===== src/rtl/cory_rdma1d_pkg.sv =====
// Shared definitions for the cory_rdma1d read DMA.
// Contents:
//   - state_t      : controller states (IDLE, RUN, ZERO)
//   - f_log2       : ceiling log2 of a positive constant
//   - f_bus_width  : bytes per data beat for a given data width
//   - f_max_byte   : bytes moved by the longest burst
package cory_rdma1d_pkg;

    typedef enum logic [1:0] {
        IDLE = 2'd0,
        RUN  = 2'd1,
        ZERO = 2'd2
    } state_t;

    function automatic int f_log2(input int v);
        int r;
        r = 0;
        for (int i = 0; i < 31; i++) begin
            if ((1 << i) < v) r = i + 1;
        end
        return r;
    endfunction

    function automatic int f_bus_width(input int d);
        return d / 8;
    endfunction

    function automatic int f_max_byte(input int l, input int d);
        return (1 << l) * (d / 8);
    endfunction

endpackage


===== src/rtl/cory_queue.sv =====
// Small synchronous FIFO holding the expected length of each outstanding burst.
// Ports:
//   clk, reset      : clock, synchronous active-high reset
//   i_a_v, i_a_d    : push strobe and data (caller only pushes when !o_full)
//   o_full          : no free slot
//   o_z_v, o_z_d    : head valid and head data
//   i_z_r           : pop the head when o_z_v
// A push and a pop in the same cycle are both honoured, also when full.
module cory_queue #(
    parameter int N = 4,
    parameter int Q = 2
) (
    input  logic         clk,
    input  logic         reset,
    input  logic         i_a_v,
    input  logic [N-1:0] i_a_d,
    output logic         o_full,
    output logic         o_z_v,
    output logic [N-1:0] o_z_d,
    input  logic         i_z_r
);
    localparam int PW = (Q > 1) ? $clog2(Q) : 1;
    localparam int CW = $clog2(Q + 1);

    logic [N-1:0]  mem [Q];
    logic [PW-1:0] wp;
    logic [PW-1:0] rp;
    logic [CW-1:0] cnt;
    logic          push;
    logic          pop;

    function automatic logic [PW-1:0] f_next(input logic [PW-1:0] p);
        return (p == PW'(Q - 1)) ? '0 : p + PW'(1);
    endfunction

    assign push   = i_a_v;
    assign pop    = i_z_r & o_z_v;
    assign o_full = (cnt == CW'(Q));
    assign o_z_v  = (cnt != '0);
    assign o_z_d  = mem[rp];

    always_ff @(posedge clk) begin
        if (reset) begin
            wp  <= '0;
            rp  <= '0;
            cnt <= '0;
        end else begin
            if (push) wp <= f_next(wp);
            if (pop)  rp <= f_next(rp);
            case ({push, pop})
                2'b10:   cnt <= cnt + CW'(1);
                2'b01:   cnt <= cnt - CW'(1);
                default: cnt <= cnt;
            endcase
        end
    end

    // Storage carries no reset; only the pointers decide what is valid.
    always_ff @(posedge clk) begin
        if (push) mem[wp] <= i_a_d;
    end

endmodule


===== src/rtl/cory_rdma1d.sv =====
// Read-only 1-D DMA. Splits a (base, width) command into read bursts on AR,
// forwards the returning R beats on the dout stream and flags the final beat.
// Ports:
//   clk, reset                     : clock, synchronous active-high reset
//   i_cmd_v/i_cmd_width/i_cmd_base : command in; o_cmd_r pulses on completion
//   o_ar_v/o_ar_a/o_ar_l/i_ar_r    : burst address channel (len = words-1)
//   i_r_v/i_r_l/i_r_d/o_r_r        : read data channel
//   o_dout_v/o_dout_d/o_dout_l/i_dout_r : output stream, o_dout_l on final beat
//   o_err                          : sticky burst-end disagreement flag
module cory_rdma1d
    import cory_rdma1d_pkg::*;
#(
    parameter int A = 32,
    parameter int L = 4,
    parameter int D = 64,
    parameter int R = 11,
    parameter int Q = 2
) (
    input  logic         clk,
    input  logic         reset,
    input  logic         i_cmd_v,
    input  logic [R-1:0] i_cmd_width,
    input  logic [A-1:0] i_cmd_base,
    output logic         o_cmd_r,
    output logic         o_ar_v,
    output logic [A-1:0] o_ar_a,
    output logic [L-1:0] o_ar_l,
    input  logic         i_ar_r,
    input  logic         i_r_v,
    input  logic         i_r_l,
    input  logic [D-1:0] i_r_d,
    output logic         o_r_r,
    output logic         o_dout_v,
    output logic [D-1:0] o_dout_d,
    output logic         o_dout_l,
    input  logic         i_dout_r,
    output logic         o_err
);
    localparam int BUS_WIDTH = f_bus_width(D);
    localparam int BAW       = f_log2(BUS_WIDTH);
    localparam int MAX_BYTE  = f_max_byte(L, D);
    // Wide enough for both the byte remainder and one full burst.
    localparam int CW = (R + 1 > L + BAW + 1) ? R + 1 : L + BAW + 1;

    state_t         state;
    logic [A-1:0]   ar_addr;
    logic [R-1:0]   ar_rem;
    logic [R-1:0]   beat_rem;
    logic [L-1:0]   rcnt;
    logic           err;

    logic [CW-1:0]  rem_w;
    logic [CW-1:0]  burst_bytes;
    logic [CW-1:0]  burst_words;
    logic [CW-1:0]  cmd_beats;
    logic           run;
    logic           q_full;
    logic           q_v;
    logic [L-1:0]   q_head;
    logic           push;
    logic           rvr;
    logic           burst_last;
    logic           pop;
    logic           cmd_done;

    always_comb begin
        rem_w       = CW'(ar_rem);
        burst_bytes = (rem_w > CW'(MAX_BYTE)) ? CW'(MAX_BYTE) : rem_w;
        burst_words = (burst_bytes + CW'(BUS_WIDTH - 1)) >> BAW;
        cmd_beats   = (CW'(i_cmd_width) + CW'(BUS_WIDTH - 1)) >> BAW;
    end

    assign run        = (state == RUN);
    assign o_ar_v     = run & (ar_rem != '0) & ~q_full;
    assign o_ar_a     = ar_addr;
    assign o_ar_l     = L'(burst_words - CW'(1));
    assign push       = o_ar_v & i_ar_r;

    // R data is only accepted while a burst is expected, so the queue head
    // always describes the beat on the bus.
    assign o_r_r      = run & i_dout_r & q_v;
    assign o_dout_v   = run & i_r_v & q_v;
    assign o_dout_d   = i_r_d;
    assign o_dout_l   = o_dout_v & (beat_rem == R'(1));
    assign rvr        = i_r_v & o_r_r;
    assign burst_last = (rcnt == q_head);
    assign pop        = rvr & burst_last;
    assign cmd_done   = o_dout_v & o_dout_l & i_dout_r;
    assign o_cmd_r    = (state == ZERO) | cmd_done;
    assign o_err      = err;

    cory_queue #(
        .N (L),
        .Q (Q)
    ) u_len_q (
        .clk    (clk),
        .reset  (reset),
        .i_a_v  (push),
        .i_a_d  (o_ar_l),
        .o_full (q_full),
        .o_z_v  (q_v),
        .o_z_d  (q_head),
        .i_z_r  (pop)
    );

    always_ff @(posedge clk) begin
        if (reset) begin
            state    <= IDLE;
            ar_rem   <= '0;
            beat_rem <= '0;
            rcnt     <= '0;
            err      <= 1'b0;
        end else begin
            case (state)
                IDLE: begin
                    if (i_cmd_v) begin
                        if (i_cmd_width != '0) begin
                            state    <= RUN;
                            ar_addr  <= i_cmd_base;
                            ar_rem   <= i_cmd_width;
                            beat_rem <= R'(cmd_beats);
                            rcnt     <= '0;
                            err      <= 1'b0;
                        end else begin
                            state <= ZERO;
                        end
                    end
                end
                ZERO: state <= IDLE;
                RUN: begin
                    if (push) begin
                        ar_addr <= ar_addr + A'(burst_bytes);
                        ar_rem  <= ar_rem - R'(burst_bytes);
                    end
                    if (rvr) begin
                        beat_rem <= beat_rem - R'(1);
                        rcnt     <= burst_last ? '0 : rcnt + L'(1);
                        // Our own count keeps governing the pop; the flag only reports.
                        if (i_r_l != burst_last) err <= 1'b1;
                    end
                    if (cmd_done) state <= IDLE;
                end
                default: state <= IDLE;
            endcase
        end
    end

endmodule


===== config.mk =====
export PLATFORM = sky130hd
export DESIGN_NAME = cory_rdma1d
export DESIGN_NICKNAME = d
export VERILOG_FILES = /design/src/rtl/cory_rdma1d_pkg.sv /design/src/rtl/cory_queue.sv /design/src/rtl/cory_rdma1d.sv
export SDC_FILE = /design/constraint.sdc
export NUM_CORES = 1
export LEC_CHECK = 0
export ABC_CLOCK_PERIOD_IN_PS = 4600
export CAP_MARGIN = 20
export CORE_ASPECT_RATIO = 1.1
export CORE_UTILIZATION = 40
export CTS_CLUSTER_SIZE = 20
export DETAILED_ROUTE_END_ITERATION = 7
export DONT_BUFFER_PORTS = 1
export PLACE_DENSITY = 0.59
export SLEW_MARGIN = 0
export SYNTH_ARGS = -nofsm -noshare
export SYNTH_HDL_FRONTEND = slang
export SYNTH_SLANG_ARGS = --single-unit
export TNS_END_PERCENT = 5

===== constraint.sdc =====
create_clock -name clk -period 4.6 [get_ports clk]
set_input_delay 1.15 -clock clk [delete_from_list [all_inputs] [get_ports clk]]
set_output_delay 1.15 -clock clk [all_outputs]
set_load 0.005 [all_outputs]

### Word level (Yosys, flattened, before mapping)

Memories as Yosys holds them, arrays and structs flattened. A register that Yosys moved wholly into a read port is not among the register bits.
Index checks and enable logic that the tools add are counted.

* add/subtract/negate cells: 11
* order comparisons: 1
* eq/ne operators: 14
* muxes and demuxes: 34
* bitwise logic cells: 16
* reduce and logical (&&, ||, !) cells: 11

Operator list (number)
* two-way mux 32 bit: 3
* two-way mux 11 bit: 7
* case mux 32 bit (2 select lines): 1
* case mux 11 bit (2 select lines): 2
* adder 32 x 11 -> 32 bit: 1
* nonzero test 11 bit: 2
* two-way mux 4 bit: 4
* AND 1 bit: 13
* adder 11 x 3 -> 12 bit, second input constant: 1
* == test 11 x 1 -> 1 bit, second input constant: 1
* greater-than comparator 11 x 8 -> 1 bit, second input constant: 1
* subtractor 11 x 1 -> 11 bit, second input constant: 1
* subtractor 11 bit: 1
* two-way mux 1 bit: 10
* AND reduction 5 bit: 2
* != test 2 x 1 -> 1 bit, second input constant: 4
* case mux 2 bit (2 select lines): 2
* case mux 4 bit (2 select lines): 1
* AND reduction 4 bit: 2
* adder 7 x 3 -> 7 bit, second input constant: 1
* == test 2 bit, second input constant: 3
* two-way mux 2 bit: 3
* nonzero test 2 bit: 3
* adder 4 x 1 -> 4 bit, second input constant: 1
* other kinds (13): 17

* bits in registers: 65
* bits in writable memories: 8
* bits of input ports: 114
* logic and storage cells: 97
* memories kept: 1

Memory list
* u_len_q.mem: depth 2, bits a word 4, read ports 1, clocked after Yosys merged registers in 1, write ports 1, line cory_queue.sv:25 `logic [N-1:0] mem [Q];`

### Longest topological paths before layout

* depth in word-level cells: 8
* mapped depth: 12
* mapped depth without buffers: 10

### Modules after synthesis

From an unflattened synthesis, not the netlist that was laid out.

* cell total of the unflattened synthesis: 614
* area, all modules: 5245.0 um^2

By module, submodules not included
* cory_rdma1d: times used 1, cells an instance 579, area an instance 4744.6 um^2
* cory_queue: times used 1, cells an instance 35, area an instance 500.5 um^2

### Least setup slack after synthesis

Ideal clock, no wire load.

* path kind: input to register
* start point: input i_cmd_v
* end point: register ar_addr[0] (netlist: o_ar_a[0]), enable pin
* data arrival time: 3.313 ns
* path slack: 0.866 ns
* stages on the path: 4
* cells stage by stage: or3b_1 -> a31oi_4 -> nor2_8 -> nor2_1

* word-level cells in the longest chain between the ends: 2

Ends and longest elaborated chain
* from (decl): line cory_rdma1d.sv:21 `input logic i_cmd_v,`
* != test 2 bit (no source line)
* AND reduction 5 bit (no source line)
* to (signal assigned): line cory_rdma1d.sv:119 `ar_addr <= i_cmd_base;`
* to (signal assigned): line cory_rdma1d.sv:132 `ar_addr <= ar_addr + A'(burst_bytes);`
* to (decl): line cory_rdma1d.sv:46 `logic [A-1:0] ar_addr;`

Every way passes these cells.
A chain may end at the register's enable or synchronous reset.

### Final worst setup path

* start point: register ar_rem[1]
* end point: output o_ar_l[2]

* word-level cells in the longest chain between the ends: 4

Ends and longest elaborated chain
* from (decl): line cory_rdma1d.sv:47 `logic [R-1:0] ar_rem;`
* from (signal assigned): line cory_rdma1d.sv:120 `ar_rem <= i_cmd_width;`
* from (signal assigned): line cory_rdma1d.sv:133 `ar_rem <= ar_rem - R'(burst_bytes);`
* greater-than comparator 11 x 8 -> 1 bit: line cory_rdma1d.sv:68 `burst_bytes = (rem_w > CW'(MAX_BYTE)) ? CW'(MAX_BYTE) : rem_w;`
* two-way mux 11 bit *: line cory_rdma1d.sv:68
* adder 7 x 3 -> 7 bit *: line cory_rdma1d.sv:69 `burst_words = (burst_bytes + CW'(BUS_WIDTH - 1)) >> BAW;`
* subtractor 4 x 1 -> 4 bit *: line cory_rdma1d.sv:76 `assign o_ar_l = L'(burst_words - CW'(1));`
* to (decl): line cory_rdma1d.sv:27 `output logic [L-1:0] o_ar_l,`

Every way passes the cells marked *; elsewhere a longest branch is shown, timed or not.

==> impl_metrics.yaml <==
clocking:
  cts_made_buffers: 9
  clk_pin_slew_worst_paths_ns: 0.06
  htree_levels: 3
  ctsHoldBuffers: 0
  clock_sinks: 74
  cts-root-buf: "clkbuf_16"
  cts_setup_buffers: 0
  cts_tree: "built"
  ctsResizeCount: 0
  insertion_delay_ns: 0.34
  clock_path_buffers: 2
power:
  peakVddDrop_v: 0.000190
  power_per_cell_area_nw_per_um2: 360
  leakage_uw: 0.00185
final_layout:
  drive_above_1_share_pct: 11.2
  utilization_pct: 40.4
  n_antenna_cell: 0
  fin_nets: 671
  area_growth_syn_to_layout_pct: -1.30
  final_area_um2: 5340
  multi_input_area_um2: 2880
  fillCellCount: 1310
  seqCellArea_um2: 1880
placement:
  place_area_um2: 5060
  dpl.hpwl_um: 8880
  place_congestion: 0.857
  portBuffers: 0
synth:
  avgSynthCellArea_um2: 8.85
  yosys_warnings: 0
  ys_top_cells_by_area: "edfxtp_1, dfxtp_1, buf_4"
  synth_cell_types: 80
  ys_seq_area_share_pct: 34.8
  synthArstFlopShare_pct: 0
  synth_area_leader_cell: "edfxtp_1"
  synth-edff-count: 40
  synthCells: 611
  synth_area_um2: 5410
  synth_top_cell_area_share_pct: 22.2
  ys.flop_type: "edfxtp_1"
  synth-seq-cells: 74
sta:
  relSlewSlack_pct: 38.1
  fmax_ghz: 0.262
  fin_hold_ws_ns: 0.482
  worst_pin_slew_ns: 0.927
  fin_skew_ns: 0.00634
  period_share_pct: 83.0
  final.min_clock_period_ns: 3.82
  drv_slew: 0
  hold_viol_final: 0
  setup_tns_ns: 0
  setup_viol: 0
  rsz0062_at_grt: "false"
detailed_routing:
  first_iter_violations: 215
  drc: 0
  postRouteAntennaNets: 0
  drt-pass1-iter-count: 5
  vias_per_cell: 5.79
  routed-via-count: 4083
  post_drt_wl_per_cell_um: 17.4
  wl_um: 12300
worst_setup_path:
  start_kind: "register"
  rr_startpoint: "ar_rem[1]"
  cp.arrival_ns: 2.67
  reg2reg_depth: 10
  crit_required_ns: 3.45
  critPathCaptureType: "primary output"
  r2r_slack_ns: 1.27
  criticalPathCategory: "register to primary output"
  r2r_end: "o_ar_a[12]"
  cp_max_fo: 8
die:
  initial_utilization_pct: 40.9
  row_count: 44
  die_width_um: 113
  die_height_um: 124
  core_um2: 13200
  dieArea_um2: 14000
  ios: 220
global_route:
  grt_pass1_wl_um: 19700
  grt_max_degree: 84
  grt.overflow.total: 0
  grt_usage_pct: 18.2
  antenna_found_initial: 0
  grt_pass1_vias: 3908
worst_hold_path:
  hp-start: "beat_rem[1]"
  hold_depth: 2
  min_path_type: "register to register"
  hold_end: "beat_rem[1]"
outcome:
  status: "finished clean"
flow_run:
  drv_cap: 0
## per-stage QoR
stage	total power [µW]	cells	setup slack [ns]
4_1_cts	1930	704	0.769
5_1_grt	2020	705	0.599
2_1_floorplan	1230	613	0.866
3_5_place_dp	1270	688	1.14
6_report	1920	705	0.781
3_3_place_gp	1260	688	1.23
## area by class of cell
class	instances	share of cell area (%)
multi-input cells	432	54.0
clock inverters	3	0.305
clock buffers	13	4.76
repair buffers	5	0.703
flip-flops and latches	74	35.3
inverters	17	1.20
well taps	161	3.77
## metal layers
layer  vias to the layer above  share of wire (%)  global-route usage (%)
li1                       1968                  -                       -
met2                       166                 47                    29.8
met1                      1923                 43                    22.1
met5                         -                  0                       0
met4                         0                1.6                    7.98
met3                        26                8.5                    5.89
## cell usage after synthesis (3+ instances only)
master     n
nand2_1   72
buf_4     67
xnor2_1   44
edfxtp_1  40
o21ai_0   40
nor2_1    35
dfxtp_1   34
a21oi_1   33
nand3_1   19
clkbuf_1  17
ha_1      17
nor3_1    17
inv_1     16
and3_1    12
o21ai_1   11
a211oi_1   8
nor4_2     8
o211ai_1   8
xor2_1     8
nand2b_1   5
or3_1      5
mux2i_1    4
nand4_1    4
o21ai_2    4
a211oi_2   3
a21boi_0   3
a21o_1     3
and2_1     3
buf_1      3
nand3b_1   3
nor2b_1    3
nor3b_1    3
or3_4      3
## report_power, final
part           internal (µW)  switching (µW)
clock                    385             276
sequential               761            59.6
combinational            174             264
total                   1320             600
## logic make-up after synthesis
| family | after synthesis | share of synthesized area (%) |
|---|---|---|
| buffers and inverters | 107 | 12.3 |
| AND/OR/NAND/NOR | 215 | 22.5 |
| AO/OA/AOI/OAI | 139 | 16.9 |
| flip-flops | 74 | 34.8 |
| other | 2 | 0.139 |
| multiplexers | 4 | 0.740 |
| XOR/XNOR | 52 | 8.42 |
| adder cells (fa/ha/maj) | 18 | 4.30 |
## cell usage in the layout, fill, tap and decap left out, drive strengths merged, types with 2 or more instances in the layout
master / n
clkinv: 2
nand4: 5
nand3b: 3
a21oi: 34
nor2: 37
o211ai: 8
or3: 8
buf: 5
ha: 17
clkbuf: 13
o21ai: 55
a21o: 4
nor4: 12
and2: 4
inv: 18
xor2: 8
a211oi: 11
nor3b: 4
edfxtp: 40
nand3: 19
o22ai: 2
a21boi: 3
nand2b: 5
and3: 13
a311oi: 2
conb: 4
mux2i: 4
dfxtp: 34
or4: 3
nand2: 72
a22o: 2
nor3: 19
a31oi: 2
xnor2: 44
nor4b: 2
nor2b: 4
## sequential cells by signal, indices dropped and copies added (netlist names), named ones only
name and flops:
ar_rem 11, beat_rem 11, o_ar_a 32, o_err 1, rcnt 4, state 2, u_len_q.cnt 2, u_len_q.mem 8
u_len_q.rp 1, u_len_q.wp 1
## how the worst max path moves through the flow
stage                          from        end
after floorplan             i_cmd_v  o_ar_a[0]
after global placement    ar_rem[1]  o_ar_l[2]
after detailed placement  ar_rem[1]  o_ar_l[2]
after CTS                 ar_rem[1]  o_ar_l[2]
after global routing      ar_rem[1]  o_ar_l[2]
final                     ar_rem[1]  o_ar_l[2]
## worst max-delay path: stages, from the launching register on
cell      delay [ns]
dfxtp_1         0.36
or3_1           0.50
o31ai_4         0.31
and2_1          0.33
nand3b_1        0.24
ha_1            0.27
xnor2_1         0.30
(Power assumes the default switching activity.)
==> patch 1: new RTL, same settings <==
`D`: 64 -> 128.
--- a/src/rtl/cory_rdma1d.sv
+++ b/src/rtl/cory_rdma1d.sv
@@ -14,3 +14,3 @@
     parameter int L = 4,
-    parameter int D = 64,
+    parameter int D = 128,
     parameter int R = 11,
Interface: changed (resized i_r_d and o_dout_d); port bits go from 220 to 348. No check against the original RTL was run, so the function may have changed too.
==> patch 1 against the unedited design <==
- sequential cell count unchanged
- design area down 1.8%
- power up 1.9%
- area after synthesis up 6.2%
- worst setup slack better by 0.87 ps
- routed wire length up 18%
- clock power up 11%
- die area up 6.1%
==> patch 1: results (changes against the unedited design) <==
metric,value,unit,change
Worst Path Max Fanout,10,,+2
routed length per instance,19.7,um,+13%
Leak,1.89,nW,+1.7%
status,completed,,
Placement Cell Area,4940,um2,-2.4%
clock skew,9.46,ps,+3.12 ps
register area share after synthesis,32.8,%,-2.0 points
"Arr. time, crit path",3880,ps,+1210 ps
"top cells by area, synth","edfxtp_1 21%, buf_4 17%, dfxtp_1 12%, xnor2_1 5.2%, nand2_1 4.9%",,
vias in the first global route,4008,,+2.6%
slowest CP cell,dfxtp_1,,
fin nets,739,,+10%
Vias/cell,5.71,,-1.3%
iteration count of the initial detailed-routing pass,4,,-1
GR Util All Layers,19.8,%,+1.6 points
R2R cell count,12,,+2
largest net degree at the start of global routing,72,,-14%
cts repair resizes,0,,unchanged
Post-synth top cells,"129 x buf_4, 75 x nand2_1, 57 x nor2_1",,
HP Class,flip-flop to flip-flop,,
Initial DRC Count,229,,+6.5%
ys flop type,edfxtp_1,,
Synth cell types,62,,-23%
Sw Share,30.8,%,-0.42 points
Worst-Margin Slew,956,ps,+28.8 ps
pre-CTS WS,828,ps,-311 ps
Post-DP HPWL,10600,um,+19%
==> patch 1: cell count changes after synthesis, moves of 5 or more <==
| cell | delta |
|---|---|
| buf_4 | +62 |
| nor2_1 | +22 |
| o21ai_1 | -11 |
| xnor2_1 | -10 |
| nor4_2 | -8 |
| o21ai_0 | +7 |
| nand3_1 | +6 |
| a21o_1 | +5 |
| a31oi_1 | +5 |
==> patch 1: metal layers <==
layer  up-vias  share of wire (%)  track usage [%]  wire length (um)
met3        50                 13             10.5              1890
met4         0                3.4             9.58               488
li1       1971                  -                -                 -
met1      1947                 41             23.8              5930
met2       243                 43             28.3              6210
met5         -                  0             2.81                 0
==> patch 1: cell type report <==
cell class	count	area, um2
well taps	188	235
repair buffers	3	22.5
clock inverters	6	63.8
fillers	1447	8670
flip-flops and latches	74	1880
clock buffers	10	239
multi-input cells	442	2750
inverters	14	52.6
==> patch 1: power by group through the flow <==
stage / clock, mW / combinational, mW / sequential [mW]
2_1_floorplan: 0 / 0.417 / 0.813
3_3_place_gp: 0 / 0.393 / 0.831
3_5_place_dp: 0 / 0.400 / 0.833
4_1_cts: 0.746 / 0.403 / 0.819
5_1_grt: 0.769 / 0.456 / 0.827
6_report: 0.735 / 0.402 / 0.819
==> patch 1: cell families after synthesis <==
| family | synth area share (%) |
|---|---|
| multiplexers | 0.697 |
| XOR/XNOR | 6.56 |
| AND/OR/NAND/NOR | 20.9 |
| AO/OA/AOI/OAI | 15.2 |
| buffers and inverters | 19.7 |
| other | 0.131 |
| adder cells (fa/ha/maj) | 4.03 |
| flip-flops | 32.8 |
==> patch 1: path summary, 6_finish.rpt <==
check                                start                  endpoint  slack [ps]
hold / removal    beat_rem[1]$_SDFFE_PP0P_  beat_rem[1]$_SDFFE_PP0P_         460
setup reg to reg    ar_rem[4]$_SDFFE_PP0P_      o_ar_a[30]$_DFFE_PP_         780
setup / recovery    ar_rem[4]$_SDFFE_PP0P_      o_ar_a[30]$_DFFE_PP_         780
hold reg to reg   beat_rem[1]$_SDFFE_PP0P_  beat_rem[1]$_SDFFE_PP0P_         460
==> patch 1: worst max-delay path, delay by kind of cell, from the launching register on <==
family / cells / cell delay (ps)
AO/OA/AOI/OAI: 5 / 1440
adder cells (fa/ha/maj): 3 / 950
flip-flops: 1 / 530
AND/OR/NAND/NOR: 3 / 460
XOR/XNOR: 1 / 140
==> patch 1: stage by stage <==
stage / hold slack [ps] / cells / utilization [%]
after global placement: 452 / 721 / 35.5
after global routing: 510 / 737 / 37.7
final: 461 / 737 / 37.7
after detailed placement: 459 / 721 / 35.5
after floorplan: 445 / 683 / -
after CTS: 466 / 737 / 37.7
==> patch 2: new RTL, config.mk and constraints unchanged <==
Made on the original files. Encoding of `state_t`: now one-hot (3 bits for 3 states).
--- a/src/rtl/cory_rdma1d_pkg.sv
+++ b/src/rtl/cory_rdma1d_pkg.sv
@@ -8,6 +8,6 @@
 
-    typedef enum logic [1:0] {
-        IDLE = 2'd0,
-        RUN  = 2'd1,
-        ZERO = 2'd2
+    typedef enum logic [2:0] {
+        IDLE = 3'b001,
+        RUN  = 3'b010,
+        ZERO = 3'b100
     } state_t;
Formal check against the unedited RTL: same outputs for any inputs over 4 cycles, from zero or initial values and one cycle with reset high; so few cycles prove little.
==> patch 2 against the unedited design <==
- area after synthesis shrank 0.88%
- first-iteration DRC count grew 22%
- count of clock-buffer cells in the layout stayed put
- sequential cell count grew 1
- routed wire length is 0.90% higher
- design area decreased by 0.19%
- non-clock buffer count unchanged
- power decreased by 1.5%
- sequential share of layout area grew 0.44 points
- final cell count up 2.8%
- worst setup slack improved by 160 ps
==> patch 2: results (changes against the unedited design) <==
metric,value,unit,change
status,completed,,
Post-synth top cells,"76 x nand2_1, 65 x buf_4, 50 x nor2_1",,
Peak VDD IR,164,uV,-14%
clk_lat worst skew,340,ps,about the same
Sw Share,28.9,%,-2.4 points
Post-synth EDFFs,40,,unchanged
clk slew on worst S/H paths,60,ps,about the same
Initial DRC Count,263,,+22%
Worst Path Max Fanout,11,,+3
Worst R2R Start,ar_rem[8]$_SDFFE_PP0P_,,
H-tree levels,3,,unchanged
register area share after synthesis,35.5,%,+0.68 points
layout cells sized above 1,7.62,%,-3.6 points
first-pass GRT wire length,20000,um,+1.4%
met2 GRT Util,31.4,%,+1.6 points
DR vias,4136,,+1.3%
hold path startpoint,beat_rem[8]$_SDFFE_PP0P_,,
HP Class,flip-flop to flip-flop,,
cts repair resizes,0,,unchanged
total CTS buffers,9,,unchanged
Synth Warn #,0,,unchanged
iteration count of the initial detailed-routing pass,4,,-1
Post-DP HPWL,9180,um,+3.4%
met1 usage,21.8,%,-0.29 points
largest net degree at the start of global routing,89,,+6.0%
Synth cell types,70,,-13%
clk root buf,clkbuf_16,,
CP max stage delay,560,ps,+60 ps
Compound-Gate Fraction of Synth Area,18.6,%,+1.7 points
area share of fa/ha/maj cells after synthesis,4.34,%,+0.038 points
"Arr. time, crit path",3720,ps,+1050 ps
routed length per instance,17.1,um,-1.9%
multiplexer share of the synthesized area,0.934,%,+0.19 points
Leak,1.90,nW,+2.4%
number of buffers added on ports,0,,unchanged
Layout fillers,1295,,-1.1%
initial antenna violation count,0,,unchanged
GRT met3 Usage,5.69,%,-0.20 points
clock skew,11.1,ps,+4.72 ps
slowest CP cell,a2111oi_2,,
met3 wire length,1060,um,+1.9%
post-synthesis xor/xnor area fraction,8.33,%,-0.089 points
Max Used Layer,met4,,
max reg flops,32,,unchanged
Worst-Margin Slew,940,ps,+13.3 ps
GR Util All Layers,18.5,%,+0.25 points
CP Launch Type,flip-flop,,
"top cells by area, synth","edfxtp_1 22%, dfxtp_1 13%, buf_4 9.1%, xnor2_1 6.0%, nand2_1 5.3%",,
met2 WL,5780,um,+1.0%
M1 wire length,5310,um,-0.21%
Placer Congestion,0.851,,-0.64%
family with the most delay on the worst path,compound AO/OA/AOI/OAI gates,,
Post-synth ARST share,0,%,unchanged
fin nets,691,,+3.0%
ys flop type,edfxtp_1,,
# diodes,0,,unchanged
-- patch 2: final cells by class --
class | count | area (um2) | share of cell area (%)
inverter | 15 | 56.3 | 1.06
multi-input combinational | 453 | 2810 | 52.8
clock buffer | 13 | 294 | 5.52
clock inverter | 3 | 22.5 | 0.423
sequential | 75 | 1900 | 35.7
tap | 161 | 201 | 3.78
timing repair buffer | 5 | 37.5 | 0.705
-- patch 2: logic make-up after synthesis --
| group | count (synthesis) |
|---|---|
| and+or+nand+nor | 219 |
| AOI/OAI and AO/OA | 156 |
| buffers and inverters | 105 |
| DFF | 75 |
| xor gates and xnor gates | 51 |
| adders and majority gates | 18 |
| muxes | 5 |
| other | 2 |
-- patch 2: power groups by stage --
| stage | clock [mW] | sequential, mW | combinational (mW) |
|---|---|---|---|
| CTS | 0.749 | 0.804 | 0.362 |
| global placement | 0 | 0.816 | 0.355 |
| floorplan | 0 | 0.800 | 0.342 |
| global route | 0.773 | 0.811 | 0.408 |
| finish | 0.727 | 0.804 | 0.360 |
| detailed placement | 0 | 0.818 | 0.360 |
-- patch 2: metrics by stage --
| step | instances | area (um2) | power [mW] | setup WS, ps |
|---|---|---|---|---|
| detailed placement | 709 | 5010 | 1.18 | 959 |
| floorplan | 633 | 5370 | 1.14 | 863 |
| CTS | 725 | 5330 | 1.91 | 952 |
| finish | 725 | 5330 | 1.89 | 941 |
| global placement | 709 | 5010 | 1.17 | 1020 |
| global route | 725 | 5330 | 1.99 | 548 |
-- patch 2: path summary, 6_finish.rpt --
kind,cells past startpoint,slack [ps],end
max,10,940,o_ar_a[31]$_DFFE_PP_
max reg2reg,10,940,o_ar_a[31]$_DFFE_PP_
min,2,470,beat_rem[8]$_SDFFE_PP0P_
min reg2reg,2,470,beat_rem[8]$_SDFFE_PP0P_
